## src/rtl/adc_scan_sequencer_if.sv

```systemverilog
// Handshake between the scan sequencer and the 12-bit SPI ADC engine.
// master = sequencer side, slave = SPI engine side.
interface adc_scan_sequencer_if #(
  parameter int CH_W   = 2,
  parameter int DATA_W = 12
);
  logic              spi_start;
  logic [CH_W-1:0]   spi_ch;
  logic              spi_busy;
  logic              spi_done;
  logic [DATA_W-1:0] spi_data;

  modport master (
    output spi_start, spi_ch,
    input  spi_busy, spi_done, spi_data
  );

  modport slave (
    input  spi_start, spi_ch,
    output spi_busy, spi_done, spi_data
  );
endinterface

```

## src/rtl/adc_scan_sequencer.sv

```systemverilog
// Periodic ADC channel scanner: every PERIOD clocks it starts one SPI conversion per
// enabled channel in ascending order and returns channel-tagged results.
//   state     | meaning
//   IDLE      | waiting for a period tick with a non-empty channel mask
//   ISSUE     | waiting for the SPI engine to be free, then pulses spi_start
//   WAIT_DONE | conversion in flight, timeout counter running down
//   NEXT      | pick the next snapshot channel or finish the scan
module adc_scan_sequencer #(
  parameter int NUM_CH  = 4,
  parameter int CH_W    = 2,
  parameter int DATA_W  = 12,
  parameter int PERIOD  = 1000,
  parameter int TIMEOUT = 255
) (
  input  logic                        clk,
  input  logic                        rst_n,
  input  logic                        scan_en,
  input  logic [NUM_CH-1:0]           ch_mask,
  input  logic                        err_clr,
  adc_scan_sequencer_if.master        spi,
  output logic                        result_valid,
  output logic [CH_W-1:0]             result_ch,
  output logic [DATA_W-1:0]           result_data,
  output logic                        scan_done,
  output logic                        busy,
  output logic                        overrun,
  output logic                        timeout_err
);

  localparam int PER_W = (PERIOD > 2) ? $clog2(PERIOD) : 1;
  localparam int TMO_W = (TIMEOUT > 1) ? $clog2(TIMEOUT + 1) : 1;

  typedef enum logic [1:0] {IDLE, ISSUE, WAIT_DONE, NEXT} state_t;

  state_t            state_q, state_d;
  logic [PER_W-1:0]  per_cnt;
  logic [TMO_W-1:0]  tmo_cnt;
  logic [NUM_CH-1:0] snapshot;
  logic [CH_W-1:0]   ch_q;
  logic              start_q;
  logic              tick;
  logic [CH_W-1:0]   low_ch, next_ch;
  logic              has_next;
  logic              load_snap, set_next, start_d, capture, tmo_hit, done_d, busy_clr;

  assign spi.spi_start = start_q;
  assign spi.spi_ch    = ch_q;
  assign tick          = scan_en && (per_cnt == PER_W'(PERIOD - 1));

  // Descending loops so the last hit is the lowest qualifying channel.
  always_comb begin
    low_ch   = '0;
    next_ch  = '0;
    has_next = 1'b0;
    for (int i = NUM_CH - 1; i >= 0; i--) begin
      if (ch_mask[i]) low_ch = CH_W'(i);
      if (snapshot[i] && (i > int'(ch_q))) begin
        has_next = 1'b1;
        next_ch  = CH_W'(i);
      end
    end
  end

  always_comb begin
    state_d   = state_q;
    load_snap = 1'b0;
    set_next  = 1'b0;
    start_d   = 1'b0;
    capture   = 1'b0;
    tmo_hit   = 1'b0;
    done_d    = 1'b0;
    busy_clr  = 1'b0;
    case (state_q)
      IDLE: begin
        if (tick && (|ch_mask)) begin
          load_snap = 1'b1;
          state_d   = ISSUE;
        end
      end
      ISSUE: begin
        if (!scan_en) begin
          busy_clr = 1'b1;
          state_d  = IDLE;
        end else if (!spi.spi_busy) begin
          start_d = 1'b1;
          state_d = WAIT_DONE;
        end
      end
      WAIT_DONE: begin
        if (spi.spi_done) begin
          capture = 1'b1;
          state_d = NEXT;
        end else if (tmo_cnt == '0) begin
          tmo_hit = 1'b1;
          state_d = NEXT;
        end
      end
      NEXT: begin
        if (has_next && scan_en) begin
          set_next = 1'b1;
          state_d  = ISSUE;
        end else begin
          // A scan cut short by scan_en dropping is not reported as complete.
          done_d   = scan_en;
          busy_clr = 1'b1;
          state_d  = IDLE;
        end
      end
      default: state_d = IDLE;
    endcase
  end

  always_ff @(posedge clk or negedge rst_n) begin
    if (!rst_n) begin
      state_q      <= IDLE;
      per_cnt      <= '0;
      tmo_cnt      <= '0;
      snapshot     <= '0;
      ch_q         <= '0;
      start_q      <= 1'b0;
      result_valid <= 1'b0;
      result_ch    <= '0;
      result_data  <= '0;
      scan_done    <= 1'b0;
      busy         <= 1'b0;
      overrun      <= 1'b0;
      timeout_err  <= 1'b0;
    end else begin
      state_q      <= state_d;
      start_q      <= start_d;
      result_valid <= capture;
      scan_done    <= done_d;

      if (!scan_en || tick) per_cnt <= '0;
      else                  per_cnt <= per_cnt + PER_W'(1);

      if (load_snap) begin
        snapshot <= ch_mask;
        ch_q     <= low_ch;
        busy     <= 1'b1;
      end else if (busy_clr) begin
        busy <= 1'b0;
      end
      if (set_next) ch_q <= next_ch;

      if (start_d)                                    tmo_cnt <= TMO_W'(TIMEOUT);
      else if ((state_q == WAIT_DONE) && (tmo_cnt != '0)) tmo_cnt <= tmo_cnt - TMO_W'(1);

      if (capture) begin
        result_data <= spi.spi_data;
        result_ch   <= ch_q;
      end

      // A set in the same cycle as err_clr takes priority.
      if (tick && busy) overrun <= 1'b1;
      else if (err_clr) overrun <= 1'b0;

      if (tmo_hit)      timeout_err <= 1'b1;
      else if (err_clr) timeout_err <= 1'b0;
    end
  end

endmodule

```

## src/flat_wrapper.sv

```systemverilog
// flat-port wrapper written by rule: the top's interface ports become plain ports
module adc_scan_sequencer_flat 
#(
  parameter int NUM_CH  = 4,
  parameter int CH_W    = 2,
  parameter int DATA_W  = 12,
  parameter int PERIOD  = 1000,
  parameter int TIMEOUT = 255
)
  (clk, rst_n, scan_en, ch_mask, err_clr, result_valid, result_ch, result_data, scan_done, busy, overrun, timeout_err, spi_spi_start, spi_spi_ch, spi_spi_busy, spi_spi_done, spi_spi_data);
  adc_scan_sequencer_if #(.CH_W(CH_W), .DATA_W(DATA_W)) spi_i ();
  input  logic clk;
  input  logic rst_n;
  input  logic scan_en;
  input  logic [NUM_CH-1:0] ch_mask;
  input  logic err_clr;
  output logic result_valid;
  output logic [CH_W-1:0] result_ch;
  output logic [DATA_W-1:0] result_data;
  output logic scan_done;
  output logic busy;
  output logic overrun;
  output logic timeout_err;
  output wire logic [$bits(spi_i.spi_start)-1:0] spi_spi_start;
  output wire logic [$bits(spi_i.spi_ch)-1:0] spi_spi_ch;
  input wire logic [$bits(spi_i.spi_busy)-1:0] spi_spi_busy;
  input wire logic [$bits(spi_i.spi_done)-1:0] spi_spi_done;
  input wire logic [$bits(spi_i.spi_data)-1:0] spi_spi_data;
  assign spi_spi_start = spi_i.spi_start;
  assign spi_spi_ch = spi_i.spi_ch;
  assign spi_i.spi_busy = spi_spi_busy;
  assign spi_i.spi_done = spi_spi_done;
  assign spi_i.spi_data = spi_spi_data;
  adc_scan_sequencer #(.NUM_CH(NUM_CH), .CH_W(CH_W), .DATA_W(DATA_W), .PERIOD(PERIOD), .TIMEOUT(TIMEOUT)) u_core (.clk(clk), .rst_n(rst_n), .scan_en(scan_en), .ch_mask(ch_mask), .err_clr(err_clr), .spi(spi_i), .result_valid(result_valid), .result_ch(result_ch), .result_data(result_data), .scan_done(scan_done), .busy(busy), .overrun(overrun), .timeout_err(timeout_err));
endmodule
```

## config.mk

```make
export PLATFORM = sky130hd
export DESIGN_NAME = adc_scan_sequencer_flat
export DESIGN_NICKNAME = d
export VERILOG_FILES = /design/src/rtl/adc_scan_sequencer_if.sv /design/src/rtl/adc_scan_sequencer.sv /design/src/flat_wrapper.sv
export SDC_FILE = /design/constraint.sdc
export NUM_CORES = 1
export LEC_CHECK = 0
export BUFFER_PORTS_ARGS = -buffer_cell sky130_fd_sc_hd__buf_2
export CAP_MARGIN = 5
export CORE_UTILIZATION = 40
export CTS_CLUSTER_DIAMETER = 40
export DETAILED_ROUTE_END_ITERATION = 8
export GPL_ROUTABILITY_DRIVEN = 1
export GPL_TIMING_DRIVEN = 0
export PLACE_DENSITY = 0.62
export SYNTH_ARGS = -nofsm -noshare
export SYNTH_HDL_FRONTEND = slang
export SYNTH_SLANG_ARGS = --single-unit
export TNS_END_PERCENT = 1
```

## constraint.sdc

```tcl
create_clock -name clk -period 1.6 [get_ports clk]
set_input_delay 0.08 -clock clk [delete_from_list [all_inputs] [get_ports clk]]
set_output_delay 0.08 -clock clk [all_outputs]
set_load 0.03 [all_outputs]
```

==> flow_summary.toml <==
[sta]
drv_slew = 0
slew_headroom_pct = 33.34
setup_viol = 9
totalNegativeSetupSlack_ns = -1.236
hold_slack_ns = 0.01105
hold_viol_final = 0
layout_setup_ws_ns = -0.2549
rsz0062_at_grt = "true"
fin_crit_ns = 1.855
worst_slew_pin_slew_ns = 0.9999
fin_skew_ns = 0.009906
max_freq_mhz = 539.1
fin_crit_sh_pct = 115.9

[clock_tree]
cts_num_sinks = 45
cts_tree = "built"
htree_levels = 2
clkLatencyLatePin_ns = 0.30
clk_path_buf_depth = 2
clkTransAtPathRegs_ns = 0.09
ctsRootBufferMaster = "clkbuf_8"
cts_buffers = 5

[synthesis]
synthesis.nets = 210
synthArstFlopShare_pct = 100.0
synth-seq-cells = 45
ys.flop_type = "dfrtp_1"
ys_warn_count = 0
synth.distinct_cells = 39
avgSynthCellArea_sq_um = 11.11
ys_seq_area_share_pct = 54.81
synth-edff-count = 0
synthCells = 185
syn_area_sq_um = 2054

[layout]
layout.nets = 278
area_growth_pct = 31.12
diodes = 0
final_cell_mix = "dfrtp_1 (45), buf_2 (43), nor2_1 (18)"
multi_input_area_sq_um = 935.9
fin_util_pct = 55.92
drive_above_1_share_pct = 35.04
regArea_sq_um = 1126
fin_area_sq_um = 2694
fillers = 442
mostFrequentLayoutCell = "dfrtp_1"

[worst_setup_path]
r2r_start = "u_core.tmo_cnt[1]"
required_ns = 1.78
startpoint = "u_core.tmo_cnt[1]"
critPathCaptureType = "flop"
worstPathMaxFanout = 3
critPathLaunchType = "flop"
worstSetupPathType = "reg2reg"
cp.arrival_ns = 2.03

[floorplan]
coreArea_sq_um = 4817
die_height_um = 73.67
die_w_um = 73.67
num_rows = 25
fp.dieArea_sq_um = 5427
initial_core_util_pct = 42.65
io_pins = 44

[detailed_routing]
postRouteAntennaNets = 0
drt-initial-drc-count = 74
first_pass_iters = 4
drc = 0
via_per_inst = 4.947
via_count = 1588
drt-total-wl_mm = 4.432
routedWlPerCell_um = 13.81

[pwr]
p_comb_share_pct = 41.4
pwr-share-clk_pct = 16.7
seqPwrFrac_pct = 41.9
worst_ir_drop_vdd_v = 0.0008391
swShare_pct = 40.40
power_density_nw_per_um2 = 1566
p_switching_mw = 1.704
p_int_mw = 2.515
leakagePower_nw = 1.235

[placement]
placement.cell_area_sq_um = 2354
dp.final_hpwl_mm = 2.920
portBuffers = 43
finalWeightedCongestion = 0.8875

[min_path]
min_path_type = "in2reg"
worstHoldStart = "spi_spi_data[4]"

[global_routing]
antenna_found_initial = 0
grt_remaining_overflow = 0
grt_max_degree = 46
grt_pass1_vias = 1522
grt_usage_pct = 17.93
grt_pass1_wl_mm = 7.134

[status]
violations = "negative setup slack"
status = "finished, violations left"

[flow_run]
cap_violations = 0
==> logic make-up (layout without fill, tap and decap cells) <==
logic type | after synthesis | in the layout | synth area share [%]
buffers and inverters | 15 | 84 | 2.863
AOI/OAI and AO/OA | 25 | 25 | 8.588
xor gates and xnor gates | 10 | 10 | 4.263
and+or+nand+nor | 71 | 71 | 18.94
adders and majority gates | 3 | 3 | 1.827
DFF | 45 | 45 | 54.81
muxes | 16 | 16 | 8.709
==> layer usage <==
layer | vias to the layer above | routed length [um] | track usage, %
met5 | - | 0 | 0
met3 | 7 | 153 | 4.115
met2 | 31 | 2249 | 28.95
met1 | 763 | 1954 | 23.08
li1 | 787 | - | -
met4 | 0 | 75 | 7.692
==> power groups by stage <==
stage	combinational [mW]	clock [mW]	sequential (mW)
5_1_grt	1.90	0.767	1.82
2_1_floorplan	0.672	0	2.18
6_report	1.75	0.705	1.77
3_3_place_gp	1.52	0	1.76
3_5_place_dp	1.54	0	1.77
4_1_cts	1.72	0.734	1.76
==> worst max-delay path, cell delays in order, from the launching register on <==
cell     delay, ns
dfrtp_1       0.41
inv_2         0.09
ha_4          0.13
or4b_4        0.48
o41ai_4       0.28
buf_4         0.20
xnor2_2       0.10
nand2_1       0.06
==> flip-flops by register name (all words and copies together), names as in the netlist, named ones only <==
name	cells
u_core.scan_done	1
u_core.timeout_err	1
u_core.result_valid	1
u_core.overrun	1
u_core.snapshot	3
u_core.spi.spi_ch	2
u_core.result_ch	2
u_core.per_cnt	10
u_core.tmo_cnt	8
u_core.result_data	12
u_core.busy	1
u_core.spi.spi_start	1
u_core.state_q	1
==> worst paths after layout <==
| check | to | depth (start not counted) | slack (ns) |
|---|---|---|---|
| max | u_core.tmo_cnt[0] | 7 | -0.25 |
| min | u_core.result_data[4] | 2 | 0.01 |
| max reg2reg | u_core.tmo_cnt[0] | 7 | -0.25 |
| min reg2reg | u_core.result_ch[0] | 2 | 0.49 |
| max in group asynchronous | u_core.tmo_cnt[7] | 2 | 0.50 |
| min in group asynchronous | u_core.snapshot[2] | 2 | 0.49 |
==> cell type report <==
| class | count | area share [%] |
|---|---|---|
| flip-flops and latches | 45 | 41.80 |
| multi-input cells | 125 | 34.74 |
| repair buffers | 61 | 14.21 |
| well taps | 67 | 3.112 |
| clock buffers | 6 | 2.694 |
| inverters | 11 | 1.533 |
| plain buffers | 4 | 1.347 |
| clock inverters | 2 | 0.5574 |
==> metrics by stage <==
step	power, mW	instances	setup slack [ns]
floorplan	2.853	185	-0.2040
global placement	3.283	295	-0.3507
detailed placement	3.311	295	-0.3539
CTS	4.216	318	-0.3417
global route	4.484	321	-0.3499
finish	4.219	321	-0.2549
==> cell usage after synthesis, types with 2 or more instances <==
master | n | share of area, %
o22ai_1 | 3 | 0.91
mux2_2 | 15 | 8.2
ha_1 | 3 | 1.8
xor2_1 | 5 | 2.1
nor4_1 | 3 | 0.91
a21oi_1 | 5 | 1.2
nand4_1 | 3 | 0.91
o32ai_1 | 3 | 1.3
nand2_1 | 15 | 2.7
clkbuf_1 | 2 | 0.37
nor2_1 | 18 | 3.3
nand3_1 | 8 | 1.9
nand4b_1 | 2 | 0.85
nor2b_1 | 2 | 0.61
nor4b_1 | 3 | 1.3
and3_1 | 3 | 0.91
or3_1 | 2 | 0.61
xnor2_1 | 5 | 2.1
dfrtp_1 | 45 | 55
o21ai_0 | 7 | 1.7
inv_1 | 11 | 2.0
buf_2 | 2 | 0.49
or4_1 | 2 | 0.73
nor3_1 | 3 | 0.73
==> repair_timing <==
action                                 CTS  global route
pin swaps                                5             1
hold buffers                            11             2
endpoints found under the hold margin   56             2
setup endpoints to repair               29            27
gates resized for setup                 18             4
buffers inserted                         4             1
No activity file was read; power rests on OpenSTA's default activity.
